File: src/rtl/counter_ctrl_if.sv
// Command, status and downstream-counter signals of counter_ctrl.
// The slave modport is the controller's view; master is the environment's view.
interface counter_ctrl_if #(
   parameter int unsigned WIDTH  = 5,
   parameter int unsigned PASS_W = 8
);
   logic              start;
   logic [WIDTH-1:0]  start_val;
   logic [WIDTH-1:0]  end_val;
   logic              auto_reload;
   logic              stop;
   logic [WIDTH-1:0]  cnt_out;
   logic              load;
   logic              enable;
   logic [WIDTH-1:0]  cnt_in;
   logic              busy;
   logic              done;
   logic [PASS_W-1:0] passes;

   modport slave (
      input  start, start_val, end_val, auto_reload, stop, cnt_out,
      output load, enable, cnt_in, busy, done, passes
   );

   modport master (
      output start, start_val, end_val, auto_reload, stop, cnt_out,
      input  load, enable, cnt_in, busy, done, passes
   );
endinterface

File: src/rtl/counter_ctrl.sv
// Sequencing controller for a loadable up-counter: one start runs a count
// from a latched start value to a latched end value, optionally reloading.
module counter_ctrl #(
   parameter int unsigned WIDTH  = 5,
   parameter int unsigned PASS_W = 8
) (
   input  logic           clk,
   input  logic           rst,
   counter_ctrl_if.slave  bus
);
   typedef enum logic [1:0] {
      IDLE = 2'd0,
      LOAD = 2'd1,
      RUN  = 2'd2
   } state_t;

   state_t            state_q;
   state_t            state_d;
   logic [WIDTH-1:0]  start_q;
   logic [WIDTH-1:0]  end_q;
   logic              reload_q;
   logic              done_q;
   logic [PASS_W-1:0] passes_q;
   logic              latch_en;
   logic              pass_inc;
   logic              match;

   assign match = (bus.cnt_out == end_q);

   // Next-state logic; stop takes priority over a terminal-count match.
   always_comb begin
      state_d  = state_q;
      latch_en = 1'b0;
      pass_inc = 1'b0;
      case (state_q)
         IDLE: begin
            if (bus.start) begin
               latch_en = 1'b1;
               state_d  = LOAD;
            end
         end
         LOAD: begin
            state_d = bus.stop ? IDLE : RUN;
         end
         RUN: begin
            if (bus.stop) begin
               state_d = IDLE;
            end else if (match) begin
               pass_inc = 1'b1;
               state_d  = reload_q ? LOAD : IDLE;
            end
         end
         default: state_d = IDLE;
      endcase
   end

   // Enable drops combinationally on match so the counter holds the end value.
   assign bus.load   = (state_q == LOAD);
   assign bus.enable = (state_q == LOAD) | ((state_q == RUN) & ~match & ~bus.stop);
   assign bus.busy   = (state_q != IDLE);
   assign bus.cnt_in = start_q;
   assign bus.done   = done_q;
   assign bus.passes = passes_q;

   always_ff @(posedge clk) begin
      if (rst) begin
         state_q  <= IDLE;
         start_q  <= '0;
         end_q    <= '0;
         reload_q <= 1'b0;
         done_q   <= 1'b0;
         passes_q <= '0;
      end else begin
         state_q <= state_d;
         done_q  <= pass_inc;
         if (latch_en) begin
            start_q  <= bus.start_val;
            end_q    <= bus.end_val;
            reload_q <= bus.auto_reload;
            passes_q <= '0;
         end else if (pass_inc && (passes_q != {PASS_W{1'b1}})) begin
            passes_q <= passes_q + PASS_W'(1);
         end
      end
   end
endmodule
File: src/flat_wrapper.sv
// flat-port wrapper written by rule: the top's interface ports become plain ports
module counter_ctrl_flat 
#(
   parameter int unsigned WIDTH  = 5,
   parameter int unsigned PASS_W = 8
)
  (clk, rst, bus_start, bus_start_val, bus_end_val, bus_auto_reload, bus_stop, bus_cnt_out, bus_load, bus_enable, bus_cnt_in, bus_busy, bus_done, bus_passes);
  counter_ctrl_if #(.WIDTH(WIDTH), .PASS_W(PASS_W)) bus_i ();
  input  logic clk;
  input  logic rst;
  input wire logic [$bits(bus_i.start)-1:0] bus_start;
  input wire logic [$bits(bus_i.start_val)-1:0] bus_start_val;
  input wire logic [$bits(bus_i.end_val)-1:0] bus_end_val;
  input wire logic [$bits(bus_i.auto_reload)-1:0] bus_auto_reload;
  input wire logic [$bits(bus_i.stop)-1:0] bus_stop;
  input wire logic [$bits(bus_i.cnt_out)-1:0] bus_cnt_out;
  output wire logic [$bits(bus_i.load)-1:0] bus_load;
  output wire logic [$bits(bus_i.enable)-1:0] bus_enable;
  output wire logic [$bits(bus_i.cnt_in)-1:0] bus_cnt_in;
  output wire logic [$bits(bus_i.busy)-1:0] bus_busy;
  output wire logic [$bits(bus_i.done)-1:0] bus_done;
  output wire logic [$bits(bus_i.passes)-1:0] bus_passes;
  assign bus_i.start = bus_start;
  assign bus_i.start_val = bus_start_val;
  assign bus_i.end_val = bus_end_val;
  assign bus_i.auto_reload = bus_auto_reload;
  assign bus_i.stop = bus_stop;
  assign bus_i.cnt_out = bus_cnt_out;
  assign bus_load = bus_i.load;
  assign bus_enable = bus_i.enable;
  assign bus_cnt_in = bus_i.cnt_in;
  assign bus_busy = bus_i.busy;
  assign bus_done = bus_i.done;
  assign bus_passes = bus_i.passes;
  counter_ctrl #(.WIDTH(WIDTH), .PASS_W(PASS_W)) u_core (.clk(clk), .rst(rst), .bus(bus_i));
endmodule
File: config.mk
export PLATFORM = sky130hd
export DESIGN_NAME = counter_ctrl_flat
export DESIGN_NICKNAME = d
export VERILOG_FILES = /design/src/rtl/counter_ctrl_if.sv /design/src/rtl/counter_ctrl.sv /design/src/flat_wrapper.sv
export SDC_FILE = /design/constraint.sdc
export NUM_CORES = 1
export LEC_CHECK = 0
export CAP_MARGIN = 20
export CORE_UTILIZATION = 39
export CTS_CLUSTER_DIAMETER = 60
export CTS_CLUSTER_SIZE = 8
export DETAILED_ROUTE_END_ITERATION = 7
export GPL_TIMING_DRIVEN = 0
export PLACE_DENSITY = 0.75
export SETUP_SLACK_MARGIN = 0.05
export SLEW_MARGIN = 30
export SYNTH_ARGS = -nofsm -noshare
export SYNTH_HDL_FRONTEND = slang
export SYNTH_SLANG_ARGS = --single-unit
File: constraint.sdc
create_clock -name clk -period 1.7 [get_ports clk]
set_clock_uncertainty 0.1 [all_clocks]
set_input_delay 0.34 -clock clk [delete_from_list [all_inputs] [get_ports clk]]
set_output_delay 0.34 -clock clk [all_outputs]
set_load 0.01 [all_outputs]
==> results.txt, run 1 <==
The worst flop-to-flop path endpoint is u_core.bus.passes[6]. The CTS root buffer is sky130_fd_sc_hd__clkbuf_4. The power density over the cells is 604 mW/mm^2. The floorplan step defined a die boundary enclosing 0.00288 mm^2. The detailed-route wire length came out at 3020 um.

The overall routing resource usage is 21.2%. The final estimated routing congestion in global placement came out at 0.778. TritonCTS built the clock tree. The number of endpoints with negative hold slack in the final report came out at 0. By area the synthesized netlist is led by sky130_fd_sc_hd__dfxtp_1 (42%), sky130_fd_sc_hd__mux2i_1 (12%), sky130_fd_sc_hd__nor2_1 (4.7%). The number of routed nets with antenna violations is 0.

The share of final-layout standard cells stronger than drive strength 1 is 36.5%. Max-cap violations in this run came to 0. The worst hold-check slack came out at 0.283 ns. The top achievable clock speed is 0.569 GHz. The flow ran to the end, but the final reports show violations. The final layout contains 193 nets.

The number of input and output port buffers inserted came out at 35. In this run the cell area of the synthesized design comes to 0.00104 mm^2. The count of inserted antenna diode cells is 0. The H-tree depth is 1. The area of combinational cells with multiple inputs is 702 um^2. The path class of the tightest hold or removal check is primary input to flip-flop. The gate family responsible for the most delay along the worst path is flip-flops. The CTS buffer count came out at 3.

The ratio of final minimum period to clock period is 103%. In this run the most critical hold path is launched from rst. The worst setup path is launched from a flip-flop. Once the floorplan was initialized, standard cells occupied 41.6% of the core. The core area is 0.00250 mm^2. The floorplan step set the die height to 53.7 um. The count of distinct cell types in the synthesized netlist came out at 33.

The worst register-to-register path has a depth of 5. The Yosys step of the flow raised 0 warnings. Leaving out fill and tap cells, the most frequent cells in the layout are sky130_fd_sc_hd__buf_4 (17), sky130_fd_sc_hd__dlygate4sd2_1 (16), sky130_fd_sc_hd__nor2_1 (13), sky130_fd_sc_hd__mux2i_1 (12), sky130_fd_sc_hd__clkdlybuf4s50_1 (12). For this run the aggregate overflow at the end of global routing stands at 0. The startpoint identified for the worst register-to-register timing path is u_core.end_q[3].

The critical setup path kind is flip-flop to output pin. The floorplan row count is 18. The area share of the leading cell type in the synthesized netlist is 42.3%. The area added between synthesis and finish came out at 66.0%. The number of setup violations in the final report is 6. The register-to-register setup slack is -0.03 ns. Counting every net in the synthesized netlist gives 135. The clock latency on the worst-skew pair is 0.31 ns. For hold timing, the worst endpoint is u_core.bus.cnt_in[0]. The first global-routing pass estimated 4370 um of wire. Synthesis produced a netlist whose cell count is 114. The number of antenna violations at the first check in global routing came out at 0.

Measured along the x axis, the die boundary spans 53.7 um. The post-synthesis cell type with the largest combined area is sky130_fd_sc_hd__dfxtp_1. 37 I/O pins were placed. The largest fanout on the critical path came out at 2. The number of vias in the routed layout came out at 1119. At the worst endpoint, the arrival time is 1.32 ns. The critical path required time is 1.26 ns.

The stage delay of the slowest cell on the critical path is 0.35 ns. The detail-routed net length per standard cell came out at 15.1 um. Summed over all cells, the static leakage comes to 0.783 nW.

The count of fill cells added during filler insertion is 204. The hold-critical path depth came out at 2. Clock tree synthesis found a total of 22 sinks. The number of DRC violations after detailed routing came out at 0. The storage element area is 468 um^2.

The max-slew violation total from the final report is 0. The worst setup path is captured at an output pin. Leaving out fill and tap cells, the most frequent cell in the layout is sky130_fd_sc_hd__buf_4.

Using the TritonRoute via totals, the vias-per-cell ratio works out to 5.60. The via count of the first global-routing pass came out at 990. The instance area after placement came out at 0.00144 mm^2.

Detailed placement ended at an HPWL of 1780 um. Counting along the longest clock path gives a buffer depth of 2. The iteration count of the initial detailed-routing pass is 5. The post-route cell area is 0.00173 mm^2.

The first routing iteration left 13 violations. The count of state elements after synthesis is 22. The minimum setup slack in the final design is -0.0582 ns. On the critical path, the stage with the largest delay is an instance of sky130_fd_sc_hd__dfxtp_2.

Setup repair after global routing could not meet its margin everywhere. The final critical delay including setup and external delays came out at 1.76 ns. The worst pin sits at a relative slew slack of 70.7%.

The pin count of the biggest net entering global routing came out at 12. A synthesized cell averages 9.13 um^2. The buffers plus inverters on the worst setup path came out at 1. The transition at the pin with the smallest max-transition slack is 0.440 ns. IR analysis of the VDD net gives a maximum drop of 0.580 mV. Walking the worst path, the cells encountered are xnor2_2, nand3_2, o21ai_2, nand2_1, buf_2.

The post-CTS clock slew at the launch and capture registers of the worst setup and hold paths came out at 0.11 ns. The post-cts hold buffer count is 0. Sequential cells were found to cover 42.3% of the synthesized design area. The final reports fail on negative setup slack.
[cells by family (layout without fill, tap and decap cells)]
| group | Yosys count | after routing | share of synthesized area (%) |
|---|---|---|---|
| flip-flops | 22 | 22 | 42.3 |
| adder cells (fa/ha/maj) | 1 | 1 | 1.20 |
| buffers and inverters | 7 | 63 | 2.64 |
| AO/OA/AOI/OAI | 20 | 20 | 12.4 |
| XOR/XNOR | 5 | 5 | 4.21 |
| AND/OR/NAND/NOR | 47 | 47 | 25.7 |
| multiplexers | 12 | 12 | 11.5 |
[where the power goes]
group,switching (mW),internal (mW)
clock,0.156,0.0829
sequential,0.0185,0.532
combinational,0.112,0.143
total,0.286,0.758
[worst max-delay path by stage]
stage                      start  slack [ns]  depth (start not counted)              endpoint
5_1_grt          u_core.end_q[3]       -0.14                          5            bus_enable
4_1_cts          u_core.end_q[2]       -0.04                          5            bus_enable
3_5_place_dp      bus_cnt_out[3]       -0.92                          6            bus_enable
2_1_floorplan  u_core.state_q[1]        0.05                          4  u_core.bus.passes[6]
6_report         u_core.end_q[3]       -0.06                          5            bus_enable
3_3_place_gp      bus_cnt_out[3]       -0.88                          6            bus_enable
[registers in the layout, summed over array words and instances (netlist names)]
signal             count
u_core.end_q           5
u_core.bus.passes      8
u_core.bus.done        1
u_core.bus.cnt_in      5
u_core.reload_q        1
u_core.state_q         2
[synthesized netlist by cell type, drive strengths merged]
cell,n
ha,1
nand4,2
nand3,4
nand3b,1
nand4b,1
buf,1
or4,5
dfxtp,22
a21oi,5
o211a,1
nor3,3
nand2,6
a211oi,1
o31ai,4
and3,2
clkbuf,2
nor2b,1
o21a,2
o21ai,4
o211ai,2
and2,1
xnor2,5
nor4,1
or3,2
inv,4
or2,2
nor2,13
nor3b,2
mux2i,12
nand2b,1
o22ai,1
[stage by stage]
| step | setup WS (ns) | std cells | util (%) | power (mW) | TNS [ns] |
|---|---|---|---|---|---|
| floorplan | 0.0504 | 114 | - | 0.653 | 0 |
| global placement | -0.883 | 179 | 57.5 | 0.737 | -9.42 |
| detailed placement | -0.919 | 179 | 57.5 | 0.743 | -9.95 |
| CTS | -0.0440 | 196 | 65.5 | 1.03 | -0.0440 |
| global route | -0.140 | 200 | 69.1 | 1.10 | -0.644 |
| finish | -0.0582 | 200 | 69.1 | 1.04 | -0.156 |
[metal layers]
| metal | part of all wire (%) | GRT usage [%] |
|---|---|---|
| met3 | 7.6 | 6.50 |
| met4 | 2.7 | 7.46 |
| met5 | 0 | 0 |
| met1 | 37 | 23.4 |
| met2 | 53 | 37.9 |
[cell type report]
cell class | instances | share of cell area [%]
Multi-Input combinational cell | 85 | 40.6
Inverter | 4 | 0.869
Tap cell | 30 | 2.17
Sequential cell | 22 | 27.1
Clock buffer | 3 | 1.30
Timing Repair Buffer | 53 | 27.1
Buffer | 3 | 0.869
[what timing repair did]
action | 4_1_cts | 5_1_grt
setup buffers | 15 | 6
resized for setup | 56 | 18
endpoints found under the setup margin | 30 | 23
pin swaps | 17 | 13
endpoints found under the hold margin | 0 | 0
(Power assumes the default switching activity.)
==> run 2, diff against run 1 <==
--- a/config.mk
+++ b/config.mk
@@ -6,12 +6,12 @@
 export NUM_CORES = 1
 export LEC_CHECK = 0
 export CAP_MARGIN = 20
-export CORE_UTILIZATION = 39
+export CORE_UTILIZATION = 43
 export CTS_CLUSTER_DIAMETER = 60
 export CTS_CLUSTER_SIZE = 8
 export DETAILED_ROUTE_END_ITERATION = 7
 export GPL_TIMING_DRIVEN = 0
-export PLACE_DENSITY = 0.75
+export PLACE_DENSITY = 0.78
 export SETUP_SLACK_MARGIN = 0.05
 export SLEW_MARGIN = 30
 export SYNTH_ARGS = -nofsm -noshare
==> constraint.sdc (replaced) <==
create_clock -name clk -period 1.8 [get_ports clk]
set_clock_uncertainty 0.1 [all_clocks]
set_input_delay 0.36 -clock clk [delete_from_list [all_inputs] [get_ports clk]]
set_output_delay 0.36 -clock clk [all_outputs]
set_load 0.01 [all_outputs]
==> run 2 against run 1 <==
Against the previous run: the run still ends with negative setup slack left; setup slack better by 0.011 ns; die area is 9.0% lower; clock power is 5% lower.
==> results.txt, run 2 (same netlist as run 1, synthesis figures left out) <==
The number of DRC violations after detailed routing came out at 0 (unchanged). The number of input and output port buffers inserted came to 35 (unchanged). STA classifies the critical path endpoint as a flip-flop. The share of final-layout standard cells stronger than drive strength 1 is 29.5% (-7.0 points). The worst-case clock buffer depth is 2 (unchanged). The wire length of the first global-routing pass came out at 4280 um (-2.1%). The nature of the critical path startpoint is a flip-flop. The path category of the worst min-delay check is primary input to flip-flop. The floorplan row count was 17 (-1). The flow ran to the end, but the final reports show violations. The max-slew violation total from the final report came out at 0 (unchanged). The number of primary I/O pins is 37 (unchanged). The non-filler instance count after layout is 194 (-3.0%). The cell family contributing the most delay on the critical path is simple AND/OR/NAND/NOR gates. The number of violations of the max-capacitance limit is 0 (unchanged).

The portion of total power attributed to sequential cells came out at 53.1% (+0.4 points). The pin count of the biggest net entering global routing came out at 12 (unchanged). The total global routing overflow came out at 0 (unchanged). The number of endpoints with negative hold slack in the final report came out at 0 (unchanged).

The number of routed nets with antenna violations is 0 (unchanged). The top achievable clock speed is 0.541 GHz. The overall die area came out at 0.00262 mm^2 (-9.0%). The setup path with the least slack is of type flip-flop to flip-flop. The buffers plus inverters on the worst setup path was 2 (+1). The power density over the cells came out at 580 mW/mm^2 (-4.0%). The minimum setup slack in the final design came to -0.0471 ns (+0.0111 ns). The area of combinational cells with multiple inputs is 684 um^2 (-2.5%). The transition at the pin with the smallest max-transition slack came out at 0.410 ns (-0.0306 ns). The core area is 0.00225 mm^2 (-9.8%).

The post-cts hold buffer count is 0 (unchanged). The count of inserted antenna diode cells is 0 (unchanged). The vertical extent of the die is 51.2 um (-4.6%). The detailed-route wire length is 2760 um (-8.7%).

In this run the clock root is driven by a sky130_fd_sc_hd__clkbuf_4. The ratio of final minimum period to clock period is 103%. The portion of total power attributed to the clock network came out at 23.0% (+0.2 points). The largest fanout on the critical path is 4 (+2). The DRC marker count from the first detailed-route iteration is 22 (+9). TritonCTS built the clock tree.

The count of placed standard cells including taps came out at 177 (-1.1%). The detail-routed net length per standard cell came out at 14.2 um (-5.9%). The CTS buffer count came out at 3 (unchanged). The stage delay of the slowest cell on the critical path is 0.49 ns (+0.14 ns). The worst max-slew margin expressed relative to the limit is 72.7% (+2.0 points). The layout net count is 189 (-2.1%). The power share of the combinational group is 23.9% (-0.5 points). The final critical delay including setup and external delays came out at 1.85 ns.

The number of vias in the routed layout is 1056 (-5.6%). The critical path required time came to 1.95 ns (+0.69 ns). The final reports fail on negative setup slack.

The area added between synthesis and finish came out at 62.1%. The internal power consumption is 712 uW (-6.1%). The width of the die is 51.2 um (-4.6%). The leakage power total is 0.685 nW (-13%). The iteration count of the initial detailed-routing pass came out at 4 (-1). In this design, the critical path's most frequently occurring cell is sky130_fd_sc_hd__buf_4. The via count of the first global-routing pass is 1031 (+4.1%). The slowest stage of the critical path belongs to the cell sky130_fd_sc_hd__or4_1. The overall routing resource usage was 21.8% (+0.56 points). The register-to-register setup slack is -0.05 ns (-0.02 ns). The count of fill cells added during filler insertion is 164 (-20%).

The data arrival time at the worst-slack endpoint came out at 2.00 ns (+0.68 ns). The initial core utilization came to 46.2% (+4.5 points). The net switching power of the design came out at 267 uW (-6.5%). The worst hold-check slack was 0.281 ns (-0.00182 ns). The number of clock sinks came out at 22 (unchanged). The storage element area is 469 um^2 (+0.27%). The most frequent standard cell in the layout excluding fill and tap cells is sky130_fd_sc_hd__clkdlybuf4s50_1.

The share of total power consumed by net switching was 27.3% (-0.082 points). The post-CTS clock slew at the launch and capture registers of the worst setup and hold paths came out at 0.13 ns (+0.02 ns). The detailed-route vias per instance was 5.44 (-2.7%).

The number of setup violations in the final report came to 2 (-4). The clock latency on the worst-skew pair is 0.31 ns (about the same). Walking the worst path, the cells encountered are xnor2_2, buf_4, o211ai_1, buf_4, or4_1, a21oi_1. The H-tree depth came out at 1 (unchanged). The estimated wirelength of the detail-placed design is 1770 um (-0.55%). Setup repair after global routing could not meet its margin everywhere. Leaving out fill and tap cells, the most frequent cells in the layout are sky130_fd_sc_hd__clkdlybuf4s50_1 (24), sky130_fd_sc_hd__nor2_1 (13), sky130_fd_sc_hd__buf_4 (13), sky130_fd_sc_hd__mux2i_1 (12), sky130_fd_sc_hd__dfxtp_1 (9).

The worst-case vdd ir drop is 0.490 mV (-16%). The final estimated routing congestion in global placement came out at 0.795 (+2.2%). The flip-flop count of the largest register, all copies and words added is 8 (unchanged). The number of antenna violations at the first check in global routing is 0 (unchanged).
==> run 2: cell count changes in the layout (fill, tap and decap cells not counted), moves of 2 or more <==
cell | before | now
sky130_fd_sc_hd__a21oi_1 | 1 | 5
sky130_fd_sc_hd__a21oi_2 | 4 | 0
sky130_fd_sc_hd__buf_4 | 17 | 13
sky130_fd_sc_hd__clkdlybuf4s50_1 | 12 | 24
sky130_fd_sc_hd__dfxtp_2 | 10 | 8
sky130_fd_sc_hd__dlygate4sd2_1 | 16 | 6
sky130_fd_sc_hd__dlymetal6s2s_1 | 4 | 2
==> run 2: worst register-to-register path, stage by stage (launching register included) <==
cell	delay, ns
sky130_fd_sc_hd__dfxtp_2	0.36
sky130_fd_sc_hd__xnor2_2	0.21
sky130_fd_sc_hd__buf_4	0.16
sky130_fd_sc_hd__o211ai_1	0.16
sky130_fd_sc_hd__buf_4	0.19
sky130_fd_sc_hd__or4_1	0.49
sky130_fd_sc_hd__a21oi_1	0.12
==> run 2: cell type report <==
cell class,count,share of cell area [%]
multi-input combinational,85,40.5
clock buffer,3,1.33
buffer,3,0.890
tap,28,2.08
timing repair buffer,49,26.5
inverter,4,0.890
sequential,22,27.8
==> run 2: metal layers <==
layer	routed length [um]	share of wire (%)	GRT usage [%]
met5	0	0	0
met4	11	0.40	6.94
met3	122	4.4	4.46
met2	1460	53	42.5
met1	1160	42	22.7
==> run 2: repair_timing <==
action,CTS,global route
pin swaps,11,7
setup buffers,10,7
endpoints found under the setup margin,22,24
resized for setup,35,22
==> run 2: path summary, 6_finish.rpt <==
kind,start,depth (start not counted),to
max,u_core.end_q[2],6,u_core.bus.passes[2]
min,rst,2,u_core.bus.cnt_in[0]
max reg2reg,u_core.end_q[2],6,u_core.bus.passes[2]
min reg2reg,u_core.bus.cnt_in[0],2,u_core.bus.cnt_in[0]
==> run 2: stage by stage <==
stage / area [um^2] / utilization, % / setup TNS (ns) / setup slack [ns] / power, mW
floorplan: 1040 / - / 0 / 0.112 / 0.617
global placement: 1430 / 63.3 / -7.50 / -0.834 / 0.697
detailed placement: 1430 / 63.3 / -8.31 / -0.808 / 0.702
CTS: 1590 / 70.4 / 0 / 0.0149 / 0.961
global route: 1690 / 74.9 / -0.311 / -0.107 / 1.02
finish: 1690 / 74.9 / -0.0678 / -0.0471 / 0.979
==> run 2: power by group through the flow <==
stage	sequential (mW)	combinational, mW	clock (mW)
2_1_floorplan	0.531	0.0854	0
3_3_place_gp	0.529	0.168	0
3_5_place_dp	0.530	0.171	0
4_1_cts	0.522	0.212	0.227
5_1_grt	0.523	0.250	0.250
6_report	0.520	0.234	0.226
==> run 3, diff against run 2 <==
--- a/config.mk
+++ b/config.mk
@@ -6,12 +6,13 @@
 export NUM_CORES = 1
 export LEC_CHECK = 0
 export CAP_MARGIN = 20
-export CORE_UTILIZATION = 43
+export CORE_UTILIZATION = 60
 export CTS_CLUSTER_DIAMETER = 60
 export CTS_CLUSTER_SIZE = 8
 export DETAILED_ROUTE_END_ITERATION = 7
+export DONT_BUFFER_PORTS = 1
 export GPL_TIMING_DRIVEN = 0
-export PLACE_DENSITY = 0.78
+export PLACE_DENSITY = 0.77
 export SETUP_SLACK_MARGIN = 0.05
 export SLEW_MARGIN = 30
 export SYNTH_ARGS = -nofsm -noshare
==> run 3 against run 2 <==
Against the previous run: the flow finishes with violations (design-rule violations, negative hold slack, negative setup slack); sequential share of layout area grew 6.5 points; clock power grew 73%; first-iteration DRC count grew 50%; setup slack gained 0.0032 ns; total power grew 11%; worst hold slack lost 0.29 ns; cell area shrank 20%; clock-buffer cell count is the same; die area shrank 27%; highest routed layer unchanged.
==> results.txt, run 3 (same netlist as run 1, synthesis figures left out) <==
The core area came to 0.00156 mm^2 (-31%). The CTS buffer count came out at 3 (unchanged). The floorplan row count is 14 (-3).

The critical setup path kind is flip-flop to flip-flop. Setup repair after global routing could not meet its margin everywhere. The pin count of the biggest net entering global routing came out at 14 (+2). The run finished, with violations left.

The final estimated routing congestion in global placement was 0.858 (+7.9%). The library cells used most frequently in the layout, excluding fill and tap cells, are sky130_fd_sc_hd__dfxtp_1 (14), sky130_fd_sc_hd__nor2_1 (13), sky130_fd_sc_hd__mux2i_1 (12), sky130_fd_sc_hd__buf_4 (12), sky130_fd_sc_hd__dfxtp_4 (5). The number of input and output port buffers inserted is 0 (-100%). The count of placed standard cells including taps came out at 130 (-27%).

The layout net count is 152 (-20%). The ratio of final minimum period to clock period came out at 102% (-0.18 points). The overall power after layout is 1.09 mW (+11%). The initial core utilization is 66.8% (+21 points). The flip-flop count of the largest register, all copies and words added came out at 8 (unchanged). The number of primary I/O pins was 37 (unchanged). The detail-routed net length per standard cell came out at 20.6 um (+45%).

The number of DRC violations after detailed routing is 2 (+2). The final critical delay including setup and external delays came to 1.84 ns (-0.00318 ns). The H-tree depth came out at 1 (unchanged). The max-slew violation total from the final report came out at 0 (unchanged). The total global routing overflow came out at 0 (unchanged).

The width of the die is 43.7 um (-15%). The clock latency on the worst-skew pair came out at 0.32 ns (about the same). The post-CTS clock slew at the launch and capture registers of the worst setup and hold paths came to 0.13 ns (about the same). The portion of total power attributed to sequential cells is 48.5% (-4.6 points). The worst setup path is launched from a flip-flop.

The critical path goes through nand4_1, o211ai_1, buf_4, or3_1, a21oi_1. The number of setup violations in the final report was 2 (unchanged). The top achievable clock speed came out at 0.542 GHz (+0.17%). The minimum setup slack in the final design is -0.0439 ns (+0.00318 ns). The transition at the pin with the smallest max-transition slack is 0.509 ns (+0.0998 ns). The count of inserted antenna diode cells came out at 0 (unchanged). The iteration count of the initial detailed-routing pass came out at 6 (+2).

The worst max-slew margin expressed relative to the limit came to 65.9% (-6.8 points). The number of violations of the max-capacitance limit came to 0 (unchanged). The portion of total power attributed to the clock network was 35.9% (+13 points).

The final total negative setup slack is -0.0754 ns (-0.00760 ns). The worst-case vdd ir drop was 0.791 mV (+62%). The overall die area is 0.00191 mm^2 (-27%). The wire length of the first global-routing pass came out at 3460 um (-19%). The gate family responsible for the most delay along the worst path is compound AO/OA/AOI/OAI gates.

The post-cts hold buffer count is 0 (unchanged). The buffers plus inverters on the worst setup path came to 1 (-1). The leakage power total came out at 0.505 nW (-26%). The checks that failed: design-rule violations, negative hold slack, negative setup slack.

TritonCTS built the clock tree. The detailed-route wire length is 3010 um (+9.1%). The endpoint class of the critical path is a flip-flop. Clock tree synthesis selected as its root buffer the cell sky130_fd_sc_hd__clkbuf_4. The power density over the cells is 805 mW/mm^2 (+39%).

The worst-case setup slack after placement is -0.0314 ns (+0.777 ns). The vertical extent of the die is 43.7 um (-15%). The area added between synthesis and finish came out at 29.8%.

The number of clock sinks is 22 (unchanged). The worst-case clock buffer depth is 2 (unchanged). Leaving out fill and tap cells, the most frequent cell in the layout is sky130_fd_sc_hd__dfxtp_1.

The number of endpoints with negative hold slack in the final report was 1 (+1). The power share of the combinational group came to 15.6% (-8.3 points). The non-filler instance count after layout was 146 (-25%). The data arrival time at the worst-slack endpoint is 1.97 ns (-0.03 ns). The number of antenna violations at the first check in global routing came to 0 (unchanged). The internal power consumption came out at 810 uW (+14%).

The worst hold path belongs to the class primary input to flip-flop. The share of total power consumed by net switching is 25.5% (-1.8 points). The stage delay of the slowest cell on the critical path came to 0.50 ns (about the same). The via count of the first global-routing pass was 798 (-23%). The net switching power of the design came to 277 uW (+3.5%). The largest fanout on the critical path came out at 6 (+2). The worst-path cell with the longest stage delay is sky130_fd_sc_hd__o211ai_1. The number of routed nets with antenna violations is 0 (unchanged). The share of final-layout standard cells stronger than drive strength 1 is 33.8% (+4.3 points). The number of vias in the routed layout came out at 1012 (-4.2%). The estimated wirelength of the detail-placed design is 1460 um (-18%). The overall routing resource usage is 24.4% (+2.6 points).

The worst hold-check slack came out at -0.0107 ns (-0.292 ns). The DRC marker count from the first detailed-route iteration is 33 (+50%). The critical path required time was 1.93 ns (-0.02 ns).

The detailed-route vias per instance is 6.93 (+27%).
-- run 3: cell types whose count changed in the layout (fill, tap and decap cells not counted), moves of 2 or more --
cell	delta
sky130_fd_sc_hd__dfxtp_2	-5
sky130_fd_sc_hd__dlygate4sd2_1	-6
sky130_fd_sc_hd__dlymetal6s2s_1	-2
sky130_fd_sc_hd__nand2_2	+2
sky130_fd_sc_hd__dfxtp_1	+5
sky130_fd_sc_hd__nand2_1	-2
sky130_fd_sc_hd__clkdlybuf4s50_1	-24
-- run 3: worst paths after layout --
| path | cells past startpoint | slack [ns] | start | endpoint |
|---|---|---|---|---|
| setup / recovery | 5 | -0.04 | u_core.bus.passes[3] | u_core.bus.passes[0] |
| hold / removal | 1 | -0.01 | bus_stop | u_core.state_q[1] |
| hold reg to reg | 2 | 0.45 | u_core.end_q[3] | u_core.end_q[3] |
| setup reg to reg | 5 | -0.04 | u_core.bus.passes[3] | u_core.bus.passes[0] |
-- run 3: what timing repair did --
| item | CTS | global route |
|---|---|---|
| endpoints found under the hold margin | 0 | 1 |
| pin swaps | 2 | 12 |
| setup endpoints to repair | 18 | 9 |
| gates resized for setup | 14 | 20 |
| buffers inserted | 3 | 9 |
-- run 3: worst reg2reg max path: stages (launching register included) --
cell and delay, ns:
sky130_fd_sc_hd__dfxtp_1 0.49, sky130_fd_sc_hd__nand4_1 0.24, sky130_fd_sc_hd__o211ai_1 0.50, sky130_fd_sc_hd__buf_4 0.23, sky130_fd_sc_hd__or3_1 0.13, sky130_fd_sc_hd__a21oi_1 0.07
-- run 3: power by group through the flow --
stage | Clock [mW] | Combinational (mW) | Sequential, mW
after global routing | 0.414 | 0.179 | 0.529
after detailed placement | 0 | 0.101 | 0.535
after global placement | 0 | 0.0980 | 0.534
final | 0.391 | 0.170 | 0.527
after CTS | 0.380 | 0.123 | 0.527
after floorplan | 0 | 0.0854 | 0.531
-- run 3: per-stage QoR --
stage / cell area, um^2 / hold slack [ns] / utilization (%)
final: 1350 / -0.0107 / 86.7
after global routing: 1350 / -0.0140 / 86.7
after CTS: 1200 / 0.00320 / 77.0
after detailed placement: 1060 / 0.341 / 68.1
after global placement: 1060 / 0.341 / 68.1
after floorplan: 1040 / 0.338 / -
-- run 3: area by class of cell --
| type | instances | area, um^2 |
|---|---|---|
| buffer | 3 | 12.5 |
| clock buffer | 3 | 22.5 |
| clock inverter | 1 | 30.0 |
| fill | 73 | 208 |
| inverter | 4 | 15.0 |
| multi-input combinational | 85 | 698 |
| sequential | 22 | 463 |
| tap | 16 | 20.0 |
| timing repair buffer | 12 | 90.1 |
-- run 3: routing by layer --
metal / share of wire (%) / vias to the layer above / track usage, %
li1: - / 448 / -
met1: 34 / 468 / 32.0
met3: 10 / 20 / 7.08
met4: 4.1 / 0 / 7.50
met2: 52 / 76 / 38.5
met5: 0 / - / 0
